**config.mk**
```make
export PLATFORM = sky130hd
export DESIGN_NAME = serial_frame_rx
export DESIGN_NICKNAME = d
export VERILOG_FILES = /design/src/rtl/serial_frame_rx.sv
export SDC_FILE = /design/constraint.sdc
export NUM_CORES = 1
export LEC_CHECK = 0
export ABC_AREA = 1
export CAP_MARGIN = 20
export CORE_ASPECT_RATIO = 1.25
export CORE_MARGIN = 4
export CORE_UTILIZATION = 30
export CTS_CLUSTER_SIZE = 24
export DETAILED_ROUTE_END_ITERATION = 12
export HOLD_SLACK_MARGIN = 0.06
export PLACE_DENSITY = 0.56
export SYNTH_ARGS = -nofsm -noshare
export SYNTH_HDL_FRONTEND = slang
export SYNTH_SLANG_ARGS = --single-unit
```
**constraint.sdc**
```tcl
create_clock -name clk -period 3.45 [get_ports clk]
set_input_delay 0.345 -clock clk [delete_from_list [all_inputs] [get_ports clk]]
set_output_delay 0.345 -clock clk [all_outputs]
set_load 0.02 [all_outputs]
```
**src/rtl/serial_frame_rx.sv**
```systemverilog
// Serial frame receiver: start bit, WIDTH data bits LSB-first, stop bit, sampled on sin_en.
// Good words land in a one-entry valid/ready buffer; bad stop bits and full-buffer arrivals pulse flags.
module serial_frame_rx #(
   parameter int unsigned WIDTH = 8
) (
   input  logic             clk,
   input  logic             reset,
   input  logic             sin,
   input  logic             sin_en,
   output logic [WIDTH-1:0] data,
   output logic             valid,
   input  logic             ready,
   output logic             frame_err,
   output logic             overrun
);

   localparam int unsigned CW = (WIDTH > 1) ? $clog2(WIDTH) : 1;
   localparam logic [CW-1:0] LastBit = CW'(WIDTH - 1);

   typedef enum logic [1:0] {StIdle, StData, StStop} state_e;

   state_e           state_q, state_d;
   logic [CW-1:0]    cnt_q, cnt_d;
   logic [WIDTH-1:0] shift_q, shift_d;
   logic [WIDTH-1:0] data_q, data_d;
   logic             valid_q, valid_d;
   logic             ferr_q, ferr_d;
   logic             ovr_q, ovr_d;

   always_ff @(posedge clk or negedge reset) begin
      if (!reset) begin
         state_q <= StIdle;
         cnt_q   <= '0;
         shift_q <= '0;
         data_q  <= '0;
         valid_q <= 1'b0;
         ferr_q  <= 1'b0;
         ovr_q   <= 1'b0;
      end else begin
         state_q <= state_d;
         cnt_q   <= cnt_d;
         shift_q <= shift_d;
         data_q  <= data_d;
         valid_q <= valid_d;
         ferr_q  <= ferr_d;
         ovr_q   <= ovr_d;
      end
   end

   always_comb begin
      state_d = state_q;
      cnt_d   = cnt_q;
      shift_d = shift_q;
      data_d  = data_q;
      valid_d = valid_q;
      ferr_d  = 1'b0;
      ovr_d   = 1'b0;

      if (valid_q && ready) valid_d = 1'b0;

      if (sin_en) begin
         unique case (state_q)
            StIdle: begin
               if (!sin) begin
                  state_d = StData;
                  cnt_d   = '0;
               end
            end
            StData: begin
               shift_d = {sin, shift_q[WIDTH-1:1]};
               // Counter saturates at the last bit rather than wrapping.
               if (cnt_q == LastBit) state_d = StStop;
               else cnt_d = cnt_q + CW'(1);
            end
            StStop: begin
               state_d = StIdle;
               if (sin) begin
                  // A same-edge drain frees the buffer for the new word.
                  if (!valid_q || ready) begin
                     data_d  = shift_q;
                     valid_d = 1'b1;
                  end else begin
                     ovr_d = 1'b1;
                  end
               end else begin
                  ferr_d = 1'b1;
               end
            end
            default: state_d = StIdle;
         endcase
      end
   end

   assign data      = data_q;
   assign valid     = valid_q;
   assign frame_err = ferr_q;
   assign overrun   = ovr_q;

endmodule
```
==> metrics.csv <==
stage;metric;value;unit
run_status;status;finished, final reports clean;
worst_setup_path;cp.arrival;1.23;ns
worst_setup_path;cp_data_required_time;3.11;ns
sta;worst_slew_pin_slew;0.515;ns
sta;fmaxAchievable;0.634;GHz
yosys;yosysWarningCount;0;
routing;postRouteAntennaNets;0;
yosys;synthArstFlopShare;1.00;
pwr;power;845;uW
cells_and_area;area_delta_synth_final;24.4;%
cells_and_area;diodes;0;
yosys;netlist_area;0.00108;mm2
yosys;synth_area_leader_cell;dfrtp_1;
sta;fin_skew;0.00152;ns
routing;drc;0;
yosys;synth.most_common_cell;nand2_1;
worst_setup_path;reg2reg_slack;1.92;ns
sta;hold_viol;0;
floorplanning;die-area;0.00462;mm2
floorplanning;start_util;0.309;
cts;insertion_delay;0.26;ns
sta;rsz0062_at_grt;no;
floorplanning;die_y;75;um
sta;setup_viol;0;
worst_setup_path;end_kind;output port;
cells_and_area;fin_area;0.00134;mm2
yosys;ys.flop_type;dfrtp_1;
placement;place_congestion;0.685;
cts;cts_resized;0;
pwr;p_per_area;631;mW/mm2
cts;cts.path.max_buffers;2;
grt;overflow;0;
cts;clk_pin_slew;0.08;ns
routing;drt_iter0_drc;22;
yosys;yosys-top-cells-count;nand2_1, dfrtp_1, o21ai_2;
yosys;synth-seq-cells;24;
cts;cts_hold_buffers;0;
worst_setup_path;critical_path.top_delay_family;buffers and inverters;
routing;wl_per_cell;10.5;um
hold_path;min_path_type;primary input to asynchronous set/reset pin;
grt;grt_pass1_vias;747;
cells_and_area;n_fill_cell;361;
cts;postCtsSetupBuffers;0;
yosys;post_synth_main_area_contributors;dfrtp_1, o21ai_2, nand2_1, inv_1, nand3_1;
cells_and_area;post-route-util;0.385;
worst_setup_path;crit_chain;clkdlybuf4s50_1;
worst_setup_path;r2r-start;cnt_q[0];
floorplanning;rows;24;
floorplanning;io_pins;16;
worst_setup_path;cp_max_fo;2;
cts;cts_root_buf;clkbuf_8;
worst_setup_path;crit_buf_inv;1;
yosys;ys_seq_area_frac;0.557;
routing;drt_wl_total;1760;um
sta;layout_min_cycle_time;1.58;ns
grt;grt_max_degree;25;
worst_setup_path;worst_r2r_path_depth;6;
worst_setup_path;r2r_end;cnt_q[2];
sta;slew_violations;0;
job;drv_cap;0;
routing;via_per_inst;4.39;
grt;antenna_found_initial;0;
yosys;syn_inst;111;
floorplanning;coreArea;0.00348;mm2
placement;port_buffers;15;
worst_setup_path;cp_slowest_cell;clkdlybuf4s50_1;
cts;cts_sinks;24;
sta;finalCritPeriodShare;0.457;
cts;cts_inserted_buffers;3;
yosys;synth_cell_types;15;
grt;track_usage;0.0909;
floorplanning;die_x;61.6;um
cells_and_area;multi_input_area;398;um2
yosys;synth_edf_count;0;
routing;dr.pass1.iters;4;
yosys;netlist.area_leader.share;0.557;
worst_setup_path;slowest_delay;0.61;ns
cells_and_area;num-nets-final;137;
yosys;avgSynthCellArea;9.71;um2
cts;cts.htree.levels;1;
yosys;postSynthNetCount;118;
worst_setup_path;cp-startpoint;data[7];
pwr;ir_drop;0.260;mV
worst_setup_path;crit_type;flip-flop to output port;
cells_and_area;drive_gt1_frac;0.202;
routing;dr_total_vias;738;
sta;relSlewSlack;0.656;
pwr;p_leak;0.645;nW
cts;cts_tree;yes;
placement;dpl-instance-area;0.00125;mm2
cells_and_area;seq_area;601;um2
grt;grt_first_pass_wirelength;3160;um
worst_setup_path;start_kind;flip-flop;
sta;finalSetupTns;0;ns
placement;hpwl;1290;um
[worst max-delay path by stage]
stage | end | cells past startpoint
2_1_floorplan | cnt_q[0] | 6
3_3_place_gp | data[3] | 1
3_5_place_dp | data[4] | 1
4_1_cts | data[7] | 1
5_1_grt | cnt_q[0] | 6
6_report | data[7] | 1
[kinds of logic after synthesis]
group | count (synthesis) | share of synthesized area
fa+ha+maj | 2 | 0.0232
flops | 24 | 0.557
simple gates | 50 | 0.207
compound gates | 18 | 0.139
buf+inv | 17 | 0.0732
[cells in the final DEF, fill, tap and decap left out]
cell type / netlist / layout
nor2_2: 2 / 2
buf_8: 0 / 1
dfrtp_1: 24 / 24
nor2_1: 6 / 6
o21ai_2: 15 / 15
nand2_1: 32 / 32
a21oi_2: 1 / 1
clkbuf_8: 0 / 3
inv_2: 1 / 1
nand3b_4: 1 / 1
bufinv_16: 0 / 1
nand3_1: 7 / 7
clkdlybuf4s50_1: 0 / 15
a21oi_1: 2 / 2
ha_1: 2 / 2
inv_1: 14 / 14
nor4_1: 1 / 1
nand2_2: 1 / 1
[final cells by class]
type / instances / area share
Multi-Input combinational cell: 70 / 0.297
Timing Repair Buffer: 16 / 0.123
Inverter: 15 / 0.0420
Clock buffer: 3 / 0.0308
Tap cell: 39 / 0.0364
Clock inverter: 1 / 0.0224
Sequential cell: 24 / 0.448
[stage by stage]
stage | worst slack [ns] | hold slack, ns | instances
6_report | 1.87 | 0.420 | 168
3_3_place_gp | 1.80 | 0.466 | 163
5_1_grt | 1.76 | 0.443 | 168
3_5_place_dp | 1.77 | 0.467 | 163
2_1_floorplan | 2.09 | 0.0494 | 111
4_1_cts | 1.86 | 0.489 | 167
[power breakdown]
part / internal (mW) / total, mW / switching, mW / leakage [nW]
Sequential: 0.342 / 0.383 / 0.0407 / 0.320
Clock: 0.155 / 0.242 / 0.0867 / 0.0357
Combinational: 0.0801 / 0.221 / 0.140 / 0.289
[layer usage]
layer,track usage,share of wire,up-vias
li1,-,-,384
met1,0.115,0.45,344
met2,0.146,0.51,8
met3,0.0206,0.029,2
met4,0.0425,0.0080,0
met5,0,0,-
[registers in the layout, indices dropped and copies added, names as in the netlist]
register	cells
data	8
overrun	1
valid	1
frame_err	1
cnt_q	3
state_q	2
shift_q	8
Note: power is estimated with default switching activity, not from simulation.
